[config.mk]
export PLATFORM = sky130hd
export DESIGN_NAME = rom_scan_streamer
export DESIGN_NICKNAME = d
export VERILOG_FILES = /design/src/rtl/rom_scan_streamer_pkg.sv /design/src/rtl/rom_scan_streamer_fifo.sv /design/src/rtl/rom_scan_streamer.sv
export SDC_FILE = /design/constraint.sdc
export NUM_CORES = 1
export LEC_CHECK = 0
export ABC_AREA = 0
export CORE_MARGIN = 4
export CORE_UTILIZATION = 55
export CTS_BUF_LIST = sky130_fd_sc_hd__clkbuf_8
export CTS_CLUSTER_SIZE = 8
export DETAILED_ROUTE_END_ITERATION = 16
export PLACE_DENSITY = 0.78
export SLEW_MARGIN = 40
export SYNTH_ARGS = -nofsm -noshare
export SYNTH_HDL_FRONTEND = slang
export SYNTH_SLANG_ARGS = --single-unit
[constraint.sdc]
create_clock -name clock -period 4.78 [get_ports clock]
set_input_delay 0.956 -clock clock [delete_from_list [all_inputs] [get_ports clock]]
set_output_delay 0.956 -clock clock [all_outputs]
set_load 0.05 [all_outputs]
[src/rtl/rom_scan_streamer_pkg.sv]
// Shared types for the ROM scan front end and the thresholding stages:
// scan FSM encoding and the per-pixel raster sideband.
package rom_scan_streamer_pkg;

    localparam int unsigned COORD_W = 8;

    typedef enum logic [1:0] {
        ST_IDLE,
        ST_SCAN,
        ST_DRAIN,
        ST_DONE
    } scan_state_t;

    typedef struct packed {
        logic sof;
        logic eol;
        logic eof;
    } sideband_t;

    localparam int unsigned SIDEBAND_W = $bits(sideband_t);

    function automatic sideband_t make_sideband(
        input logic [COORD_W-1:0] col,
        input logic [COORD_W-1:0] row,
        input logic [COORD_W-1:0] col_last,
        input logic [COORD_W-1:0] row_last
    );
        sideband_t sb;
        sb.sof = (col == '0) && (row == '0);
        sb.eol = (col == col_last);
        sb.eof = sb.eol && (row == row_last);
        return sb;
    endfunction

endpackage

[src/rtl/rom_scan_streamer_fifo.sv]
// Synchronous FIFO with occupancy count; the writer is expected to respect
// credit so a push never lands on a full FIFO.
module stream_fifo #(
    parameter int unsigned WIDTH = 8,
    parameter int unsigned DEPTH = 4
) (
    input  logic                       clock,
    input  logic                       reset_n,
    input  logic                       push,
    input  logic [WIDTH-1:0]           push_data,
    input  logic                       pop,
    output logic [WIDTH-1:0]           head,
    output logic                       empty,
    output logic [$clog2(DEPTH):0]     count
);

    localparam int unsigned AW = $clog2(DEPTH);
    localparam int unsigned CW = $clog2(DEPTH) + 1;

    logic [WIDTH-1:0] mem [DEPTH];
    logic [AW-1:0]    wr_ptr;
    logic [AW-1:0]    rd_ptr;
    logic             do_pop;
    logic             full;

    assign empty  = (count == '0);
    assign full   = (count == CW'(DEPTH));
    assign do_pop = pop && !empty;
    assign head   = mem[rd_ptr];

    always_ff @(posedge clock or negedge reset_n) begin
        if (!reset_n) begin
            wr_ptr <= '0;
            rd_ptr <= '0;
            count  <= '0;
        end else begin
            if (push)
                wr_ptr <= wr_ptr + AW'(1);
            if (do_pop)
                rd_ptr <= rd_ptr + AW'(1);
            case ({push, do_pop})
                2'b10:   count <= count + CW'(1);
                2'b01:   count <= count - CW'(1);
                default: count <= count;
            endcase
        end
    end

    always_ff @(posedge clock) begin
        if (push)
            mem[wr_ptr] <= push_data;
    end

    no_push_when_full: assert property (
        @(posedge clock) disable iff (!reset_n) !(push && full)
    );

endmodule

[src/rtl/rom_scan_streamer.sv]
// Raster-scan address generator for the input ROM reader; realigns the
// fixed-latency ROM data with sideband flags into a credit-throttled stream.
module rom_scan_streamer
    import rom_scan_streamer_pkg::*;
#(
    parameter int unsigned WIDTH        = 128,
    parameter int unsigned HEIGHT       = 128,
    parameter int unsigned READ_LATENCY = 2,
    parameter int unsigned FIFO_DEPTH   = 4
) (
    input  logic       clock,
    input  logic       reset_n,
    input  logic       iStart,
    output logic [7:0] oCol,
    output logic [7:0] oRow,
    input  logic [7:0] iRomData,
    output logic [7:0] oPixel,
    output logic       oValid,
    input  logic       iReady,
    output logic       oSof,
    output logic       oEol,
    output logic       oEof,
    output logic       oBusy,
    output logic       oDone
);

    localparam int unsigned CW = $clog2(FIFO_DEPTH) + 1;
    localparam int unsigned SW = CW + 1;
    localparam int unsigned FW = COORD_W + SIDEBAND_W;
    localparam logic [7:0]  COL_LAST = 8'(WIDTH - 1);
    localparam logic [7:0]  ROW_LAST = 8'(HEIGHT - 1);

    scan_state_t             state;
    scan_state_t             state_next;
    logic [CW-1:0]           fifo_count;
    logic [CW-1:0]           inflight;
    logic [READ_LATENCY-1:0] pipe_valid;
    sideband_t               pipe_sb [READ_LATENCY];
    logic                    credit_ok;
    logic                    issue;
    logic                    last_coord;
    logic                    push;
    logic                    pop;
    logic                    fifo_empty;
    logic [FW-1:0]           fifo_head;
    sideband_t               head_sb;

    assign last_coord = (oCol == COL_LAST) && (oRow == ROW_LAST);
    assign credit_ok  = (SW'(fifo_count) + SW'(inflight) + SW'(1)) <= SW'(FIFO_DEPTH);
    assign issue      = (state == ST_SCAN) && credit_ok;
    assign push       = pipe_valid[READ_LATENCY-1];
    assign pop        = !fifo_empty && iReady;

    always_comb begin
        state_next = state;
        oDone      = 1'b0;
        case (state)
            ST_IDLE:  if (iStart) state_next = ST_SCAN;
            ST_SCAN:  if (issue && last_coord) state_next = ST_DRAIN;
            // Leave DRAIN on the edge that pops the final entry so oDone
            // follows the last accept by exactly one cycle.
            ST_DRAIN: if (inflight == '0 &&
                          (fifo_empty || (fifo_count == CW'(1) && pop)))
                          state_next = ST_DONE;
            ST_DONE: begin
                oDone      = 1'b1;
                state_next = ST_IDLE;
            end
            default:  state_next = ST_IDLE;
        endcase
    end

    always_ff @(posedge clock or negedge reset_n) begin
        if (!reset_n) begin
            state      <= ST_IDLE;
            oCol       <= '0;
            oRow       <= '0;
            oBusy      <= 1'b0;
            inflight   <= '0;
            pipe_valid <= '0;
            for (int unsigned i = 0; i < READ_LATENCY; i++)
                pipe_sb[i] <= '0;
        end else begin
            state <= state_next;

            if (state == ST_IDLE && iStart) begin
                oCol <= '0;
                oRow <= '0;
            end else if (issue && !last_coord) begin
                if (oCol == COL_LAST) begin
                    oCol <= '0;
                    oRow <= oRow + 8'd1;
                end else begin
                    oCol <= oCol + 8'd1;
                end
            end

            if (state == ST_IDLE && iStart)
                oBusy <= 1'b1;
            else if (state == ST_DONE)
                oBusy <= 1'b0;

            case ({issue, push})
                2'b10:   inflight <= inflight + CW'(1);
                2'b01:   inflight <= inflight - CW'(1);
                default: inflight <= inflight;
            endcase

            pipe_valid[0] <= issue;
            pipe_sb[0]    <= make_sideband(oCol, oRow, COL_LAST, ROW_LAST);
            for (int unsigned i = 1; i < READ_LATENCY; i++) begin
                pipe_valid[i] <= pipe_valid[i-1];
                pipe_sb[i]    <= pipe_sb[i-1];
            end
        end
    end

    stream_fifo #(
        .WIDTH (FW),
        .DEPTH (FIFO_DEPTH)
    ) u_fifo (
        .clock     (clock),
        .reset_n   (reset_n),
        .push      (push),
        .push_data ({pipe_sb[READ_LATENCY-1], iRomData}),
        .pop       (pop),
        .head      (fifo_head),
        .empty     (fifo_empty),
        .count     (fifo_count)
    );

    assign head_sb = sideband_t'(fifo_head[FW-1:COORD_W]);
    assign oValid  = !fifo_empty;
    assign oPixel  = oValid ? fifo_head[COORD_W-1:0] : '0;
    assign oSof    = oValid && head_sb.sof;
    assign oEol    = oValid && head_sb.eol;
    assign oEof    = oValid && head_sb.eof;

endmodule

==> results.rst, run 1 <==
.. list-table::
   :header-rows: 1

   * - Metric
     - Value
   * - Maximum clock rate
     - 293 MHz
   * - Final-report max-slew violation count
     - 0
   * - Count of maximum capacitance violations
     - 0
   * - Fraction of layout cells with a size suffix above 1
     - 9.66%
   * - Effective utilization at floorplan
     - 57.7%
   * - Nets@finish
     - 351
   * - Die ar.
     - 8160 µm²
   * - Number of cell instances on the worst register-to-register path
     - 7
   * - Average footprint of a synthesized cell
     - 13.8 µm²
   * - Net count of the mapped netlist
     - 305
   * - Count of vias placed by the detailed router
     - 2300
   * - Count of input and output buffers
     - 41
   * - Count of buffers added by post-CTS timing repair for setup
     - 0
   * - Pin count of the biggest net entering global routing
     - 38
   * - Status
     - finished, final reports clean
   * - Number of detailed-routing iterations run before antenna repair
     - 4
   * - GRT Util Overall
     - 18.5%
   * - Final antenna-violating net count
     - 0
   * - Kind of launch point of the worst setup path
     - flip-flop
   * - Post-cts gate resize count
     - 0
   * - Count of synthesis-stage warnings from yosys
     - 0
   * - Number of violations reported at the end of detailed-routing iteration 0
     - 104
   * - Worst path setup slack after routing
     - 1.37 ns
   * - Num ports
     - 42
   * - Asr flop ratio synth
     - 45.7%
   * - Final Instance Area
     - 4370 µm²
   * - CP cell instances
     - inv_1, ha_1, nand2b_1, and2_1, clkdlybuf4s50_1
   * - Quantity of hold-fixing buffers added after cts
     - 0
   * - Die outline height
     - 90.3 µm
   * - Transition at the pin with the smallest max-transition slack
     - 0.823 ns
   * - Relative max-transition margin
     - 44.8%
   * - Complex-gate fraction of the synthesized area
     - 7.19%
   * - Vias per cell
     - 5.78
   * - Synth Area in Adders
     - 7.92%
   * - Number of diodes
     - 0
   * - Critical path capture point
     - oPixel[1]
   * - Final period util
     - 71.3%
   * - Crit path kind
     - reg2out
   * - Worst setup skew after layout
     - 0.00700 ns
   * - Average wire per standard cell
     - 17.5 µm
   * - Critical R2R Capture
     - oRow[7]
   * - Area delta synth->final
     - 17.4%
   * - Number of enable-type register cells in the synthesized netlist
     - 44
   * - Basic-gate share of the synthesized area counting and, or, nand and nor cells
     - 11.6%
   * - Number of distinct standard cells referenced by the synthesized netlist
     - 46
   * - Launch point of the worst reg-to-reg path
     - u_fifo.count[0]
   * - Overall die width
     - 90.3 µm
   * - Std cell rows
     - 29
   * - DP Cell Count
     - 382
   * - Combinational family with the most area after synthesis
     - simple AND/OR/NAND/NOR gates
   * - Number of standard cells in the layout, taps in and fillers out
     - 398
   * - Largest fanout on the critical path
     - 13
   * - Clock Root Buffer
     - sky130_fd_sc_hd__clkbuf_8
   * - Post-route minimum period
     - 3.41 ns
   * - Most used flip-flop cell after synthesis
     - sky130_fd_sc_hd__edfxtp_1
   * - Estimated wirelength of the detail-placed design
     - 4810 µm
   * - Global-route congestion overflow total
     - 0
   * - Clock-pin transition on the worst setup and hold timing paths
     - 0.08 ns
   * - Clock Latency Late Sink
     - 0.35 ns
   * - Cell count after synthesis
     - 270
   * - H-tree depth
     - 3
   * - Antenna violations before repair
     - 0
   * - Critical path capture point type
     - primary output
   * - Slowest cell delay on critical path
     - 0.82 ns
   * - Placeable core region
     - 6460 µm²
   * - Max IR drop VDD
     - 250 µV
   * - Number of stages on the worst setup path
     - 5
   * - Number of synthesized register bits
     - 81
   * - Sequential-to-total area share from yosys stat
     - 60.3%
   * - Total buffers and inverters traversed by the critical path
     - 2
   * - Post-layout utilization of the core
     - 67.7%
   * - First-pass GRT wire length
     - 11800 µm
   * - Standby leakage power
     - 1.70 nW
   * - Number of global-route vias before repair
     - 2336
   * - Sum of routed wire length over all layers
     - 6960 µm
   * - CTS max path bufs
     - 2
   * - CTS tree
     - done
   * - Placed cell areas
     - 4200 µm²
   * - Mapped cell area
     - 3730 µm²
   * - Power per cell area
     - 599 nW/µm²
   * - Summed negative setup slack over all endpoints
     - 0 ns
   * - Worst EP arrival
     - 2.45 ns
   * - Xor and xnor area share after synthesis
     - 2.35%
   * - Number of inserted filler cells in the final layout
     - 457
   * - Critical path origin
     - u_fifo.count[0]
   * - CP Data Required Time
     - 3.82 ns
   * - Slowest cell on the critical path
     - sky130_fd_sc_hd__clkdlybuf4s50_1
   * - Reg2Reg Setup Slack
     - 2.25 ns
   * - Pre-CTS WS
     - 1.46 ns
   * - Setup repair after global routing missed its margin
     - no
   * - Portion of netlist area occupied by mux cells
     - 7.72%
   * - CTS sink cnt
     - 81
   * - Family with the most delay on the worst path
     - buffers and inverters
   * - CTS Buf Count
     - 9
   * - RePlAce Congestion
     - 0.759
   * - Residual DRC
     - 0
   * - Final setup violating endpoints
     - 0
   * - Final Hold Viols
     - 0
   * - Path type of the worst min-delay path
     - reg2reg
worst reg2reg max path: stages (launching register included):
cell and delay, ns:
sky130_fd_sc_hd__dfrtp_1 0.43, sky130_fd_sc_hd__inv_1 0.14, sky130_fd_sc_hd__ha_1 0.19, sky130_fd_sc_hd__inv_1 0.07
sky130_fd_sc_hd__a2111oi_2 0.50, sky130_fd_sc_hd__o21ai_1 0.40, sky130_fd_sc_hd__or4_1 0.57, sky130_fd_sc_hd__a21oi_1 0.17
cell type report:
class                           instances  area [µm²]  share of cell area, %
Tap cell                               77        96.3                   2.20
Inverter                               20        75.1                   1.72
Multi-Input combinational cell        163        1380                   31.4
Clock buffer                            9         124                   2.83
Timing Repair Buffer                   41         408                   9.33
Clock inverter                          7        46.3                   1.06
Sequential cell                        81        2250                   51.4
logic make-up (layout without fill, tap and decap cells):
| family | after synthesis | count (layout) |
|---|---|---|
| DFF | 81 | 81 |
| and+or+nand+nor | 74 | 74 |
| AOI/OAI and AO/OA | 41 | 41 |
| buffers and inverters | 26 | 77 |
| adders and majority gates | 23 | 23 |
| muxes | 15 | 15 |
| xor gates and xnor gates | 10 | 10 |
synthesized netlist by cell type, drive strengths merged (4+ instances only):
master	n	share of area, %
edfxtp	44	35
dfrtp	37	25
ha	22	7.4
inv	20	2.0
and2	18	3.0
nand2	17	1.7
o21ai	12	1.6
mux4	11	6.6
a21oi	10	1.3
or4	7	1.4
nor2	6	0.60
or3	5	0.84
xnor2	5	1.2
xor2	5	1.2
buf	4	0.67
mux2i	4	1.1
nand3	4	0.54
stage by stage:
step                      power [mW]  hold slack, ns
final                           2.62           0.352
after global routing            2.79           0.363
after CTS                       2.65           0.353
after detailed placement        2.21           0.335
after global placement          2.16           0.333
after floorplan                 1.85           0.331
metal layers:
metal / track usage [%] / vias up / wire length [µm]
li1: - / 1095 / -
met1: 25.3 / 1146 / 3190
met2: 29.4 / 51 / 3420
met3: 4.42 / 8 / 273
met4: 6.12 / 0 / 86
met5: 0 / - / 0
power by group:
group / internal (mW) / switching (mW) / total [mW]
clock: 0.188 / 0.247 / 0.435
sequential: 0.861 / 0.142 / 1.00
combinational: 0.472 / 0.709 / 1.18
total: 1.52 / 1.10 / 2.62
cells in the final DEF (no fill, tap or decap), types with 2 or more instances in the layout:
| cell | count |
|---|---|
| sky130_fd_sc_hd__edfxtp_1 | 44 |
| sky130_fd_sc_hd__clkdlybuf4s50_1 | 40 |
| sky130_fd_sc_hd__dfrtp_1 | 36 |
| sky130_fd_sc_hd__ha_1 | 22 |
| sky130_fd_sc_hd__inv_1 | 20 |
| sky130_fd_sc_hd__and2_1 | 18 |
| sky130_fd_sc_hd__nand2_1 | 17 |
| sky130_fd_sc_hd__mux4_2 | 11 |
| sky130_fd_sc_hd__o21ai_0 | 11 |
| sky130_fd_sc_hd__a21oi_1 | 10 |
| sky130_fd_sc_hd__clkbuf_8 | 9 |
| sky130_fd_sc_hd__or4_1 | 7 |
| sky130_fd_sc_hd__nor2_1 | 6 |
| sky130_fd_sc_hd__or3_1 | 5 |
| sky130_fd_sc_hd__xnor2_1 | 5 |
| sky130_fd_sc_hd__xor2_1 | 5 |
| sky130_fd_sc_hd__mux2i_1 | 4 |
| sky130_fd_sc_hd__nand3_1 | 4 |
| sky130_fd_sc_hd__nand2b_1 | 3 |
| sky130_fd_sc_hd__nor3_1 | 3 |
| sky130_fd_sc_hd__nor4_1 | 3 |
| sky130_fd_sc_hd__o211ai_1 | 3 |
| sky130_fd_sc_hd__o31ai_1 | 3 |
| sky130_fd_sc_hd__a211oi_1 | 2 |
| sky130_fd_sc_hd__nand4_1 | 2 |
| sky130_fd_sc_hd__a2111oi_0 | 2 |
| sky130_fd_sc_hd__clkinv_1 | 2 |
| sky130_fd_sc_hd__clkinv_4 | 2 |
how the worst min path moves through the flow:
stage / startpoint / to / slack, ns / depth (start not counted)
5_1_grt: pipe_valid[0] / pipe_valid[1] / 0.36 / 0
4_1_cts: pipe_sb[4] / pipe_sb[1] / 0.35 / 0
3_3_place_gp: pipe_valid[0] / pipe_valid[1] / 0.33 / 0
3_5_place_dp: pipe_sb[4] / pipe_sb[1] / 0.33 / 0
6_report: pipe_sb[4] / pipe_sb[1] / 0.35 / 0
2_1_floorplan: pipe_sb[3] / pipe_sb[0] / 0.33 / 0
registers in the layout, summed over array words and instances, names as in the netlist:
name           count
inflight           3
oBusy              1
oCol               8
oRow               8
pipe_sb            6
pipe_valid         2
state              2
u_fifo.count       3
u_fifo.mem        44
u_fifo.rd_ptr      2
u_fifo.wr_ptr      2
Power figures use the tool's default switching activity.
==> run 2, diff against run 1 <==
--- a/config.mk
+++ b/config.mk
@@ -7,7 +7,7 @@
 export LEC_CHECK = 0
 export ABC_AREA = 0
 export CORE_MARGIN = 4
-export CORE_UTILIZATION = 55
+export CORE_UTILIZATION = 52
 export CTS_BUF_LIST = sky130_fd_sc_hd__clkbuf_8
 export CTS_CLUSTER_SIZE = 8
 export DETAILED_ROUTE_END_ITERATION = 16
==> constraint.sdc (replaced) <==
create_clock -name clock -period 3.1 [get_ports clock]
set_input_delay 0.62 -clock clock [delete_from_list [all_inputs] [get_ports clock]]
set_output_delay 0.62 -clock clock [all_outputs]
set_load 0.05 [all_outputs]
==> run 2 against run 1 <==
Effect of this change:
- flip-flop and latch count unchanged
- count of clock-buffer cells in the layout is the same
- die area up 5.2%
- hold slack worse by 0.13 ns
- power grew 57%
- clock skew up 0.0060 ns
- critical path depth fell by 1
- cell count increased by 5.3%
- design area rose by 2.3%
- highest routed layer unchanged
==> results.rst, run 2 (synthesized netlist as in run 1, its figures left out) <==
.. list-table::
   :header-rows: 1

   * - Metric
     - Value
   * - Status
     - finished, final reports clean
   * - Final setup violating endpoints
     - 0
   * - Number of global-route vias before repair
     - 2387
   * - Count of buffers added by post-CTS timing repair for setup
     - 0
   * - Area occupied by multi-input gates
     - 1380 µm²
   * - Std cell rows
     - 30
   * - CTS max path bufs
     - 2
   * - RePlAce Congestion
     - 0.789
   * - CTS tree
     - done
   * - Critical R2R Capture
     - oRow[7]
   * - Estimated wirelength of the detail-placed design
     - 4600 µm
   * - Slowest cell delay on critical path
     - 0.88 ns
   * - Final period util
     - 92.8%
   * - Flip-flop count of the largest register after layout
     - 44
   * - Slowest cell on the critical path
     - sky130_fd_sc_hd__clkdlybuf4s50_1
   * - Number of detailed-routing iterations run before antenna repair
     - 4
   * - H-tree depth
     - 3
   * - Effective utilization at floorplan
     - 54.2%
   * - Crit path kind
     - reg2out
   * - Setup repair after global routing missed its margin
     - no
   * - Worst setup skew after layout
     - 0.0130 ns
   * - Kind of launch point of the worst setup path
     - flip-flop
   * - Final Hold Viols
     - 0
   * - Final antenna-violating net count
     - 0
   * - Path type of the worst min-delay path
     - in2async
   * - Largest registers
     - u_fifo.mem x44, oCol x8, oRow x8
   * - Area delta synth->final
     - 20.0%
   * - Vias per cell
     - 5.46
   * - Sum of routed wire length over all layers
     - 6640 µm
   * - Power per cell area
     - 919 nW/µm²
   * - Clock Latency Late Sink
     - 0.34 ns
   * - CTS Buf Count
     - 9
   * - Count of vias placed by the detailed router
     - 2289
   * - Maximum clock rate
     - 348 MHz
   * - Reg with most FFs
     - u_fifo.mem
   * - Max IR drop VDD
     - 640 µV
   * - Post-layout utilization of the core
     - 65.1%
   * - CP cell instances
     - inv_1, ha_1, nand2b_1, clkdlybuf4s50_1
   * - Post-route minimum period
     - 2.88 ns
   * - Clock-pin transition on the worst setup and hold timing paths
     - 0.09 ns
   * - Number of violations reported at the end of detailed-routing iteration 0
     - 89
   * - Antenna violations before repair
     - 0
   * - CTS sink cnt
     - 81
   * - Residual DRC
     - 0
   * - Most common cell after layout, fill and taps aside
     - sky130_fd_sc_hd__edfxtp_1
   * - Die outline height
     - 92.7 µm
   * - Sequential Area
     - 2250 µm²
   * - Family with the most delay on the worst path
     - buffers and inverters
   * - CP Data Required Time
     - 2.48 ns
   * - Fraction of layout cells with a size suffix above 1
     - 10.8%
   * - Leading cell types in the layout, fill and taps excluded
     - 44 x sky130_fd_sc_hd__edfxtp_1, 37 x sky130_fd_sc_hd__dfrtp_1, 29 x sky130_fd_sc_hd__clkdlybuf4s50_1
   * - First-pass GRT wire length
     - 11300 µm
   * - Count of input and output buffers
     - 41
   * - Summed negative setup slack over all endpoints
     - 0 ns
   * - Transition at the pin with the smallest max-transition slack
     - 0.558 ns
   * - Final-report max-slew violation count
     - 0
   * - Launch point of the worst reg-to-reg path
     - oRow[0]
   * - Critical path capture point type
     - primary output
   * - Sw Ratio
     - 40.7%
   * - Total buffers and inverters traversed by the critical path
     - 2
   * - Number of diodes
     - 0
   * - Die ar.
     - 8580 µm²
   * - Clock share of power
     - 18.5%
   * - Sequential cell fraction of total power
     - 36.4%
   * - Largest fanout on the critical path
     - 13
   * - Count of maximum capacitance violations
     - 0
   * - Reg2Reg Setup Slack
     - 0.56 ns
   * - Overall die width
     - 92.7 µm
   * - Worst EP arrival
     - 2.26 ns
   * - Num ports
     - 42
   * - Number of cell instances on the worst register-to-register path
     - 6
   * - Combinational share of power
     - 45.1%
   * - Min Hold Slack
     - 0.222 ns
   * - Nets@finish
     - 353
   * - Switching power
     - 1.67 mW
   * - Placeable core region
     - 6870 µm²
   * - Relative max-transition margin
     - 61.8%
   * - Global-route congestion overflow total
     - 0
   * - Clock Root Buffer
     - sky130_fd_sc_hd__clkbuf_8
   * - GRT Util Overall
     - 17.0%
   * - Number of inserted filler cells in the final layout
     - 496
   * - Pin count of the biggest net entering global routing
     - 38
   * - Standby leakage power
     - 1.84 nW
   * - Average wire per standard cell
     - 15.9 µm
   * - Cell-internal power
     - 2.44 mW
## run 2: worst max-delay path by stage
stage / endpoint / cells past startpoint / start
3_5_place_dp: oEof / 5 / u_fifo.count[0]
5_1_grt: oValid / 4 / u_fifo.count[1]
3_3_place_gp: oSof / 4 / u_fifo.rd_ptr[0]
6_report: oValid / 4 / u_fifo.count[1]
2_1_floorplan: oPixel[0] / 5 / u_fifo.count[0]
4_1_cts: oSof / 4 / u_fifo.rd_ptr[0]
## run 2: power by group through the flow
stage	Clock [mW]	Sequential [mW]	Combinational, mW
after floorplan	0	1.55	1.31
after global placement	0	1.51	1.82
after detailed placement	0	1.52	1.86
after CTS	0.779	1.50	1.88
after global routing	0.835	1.53	2.02
final	0.760	1.50	1.85
## run 2: layout make-up
| type | instances | area share (%) |
|---|---|---|
| inverter | 20 | 1.68 |
| timing repair buffer | 43 | 10.1 |
| tap | 96 | 2.69 |
| clock inverter | 7 | 1.71 |
| clock buffer | 9 | 2.77 |
| multi-input combinational | 163 | 30.8 |
| sequential | 81 | 50.3 |
## run 2: routing by layer
| layer | wire length, µm | GRT usage, % | vias up |
|---|---|---|---|
| li1 | - | - | 1098 |
| met1 | 3060 | 22.3 | 1122 |
| met2 | 3200 | 27.1 | 65 |
| met3 | 338 | 5.69 | 4 |
| met4 | 44 | 4.64 | 0 |
| met5 | 0 | 0 | - |
## run 2: per-stage QoR
stage | cells | area [µm²] | setup WS [ns] | power [mW]
6_report | 419 | 4470 | 0.223 | 4.11
5_1_grt | 419 | 4470 | 0.0308 | 4.39
4_1_cts | 419 | 4440 | 0.0468 | 4.16
3_5_place_dp | 403 | 4240 | 0.433 | 3.38
3_3_place_gp | 403 | 4230 | 0.467 | 3.33
2_1_floorplan | 270 | 3730 | 0.618 | 2.86
## run 2: timing repair
action / in CTS / in global routing
hold buffers: 0 / 0
endpoints found under the setup margin: 0 / 11
gates resized for setup: 0 / 11
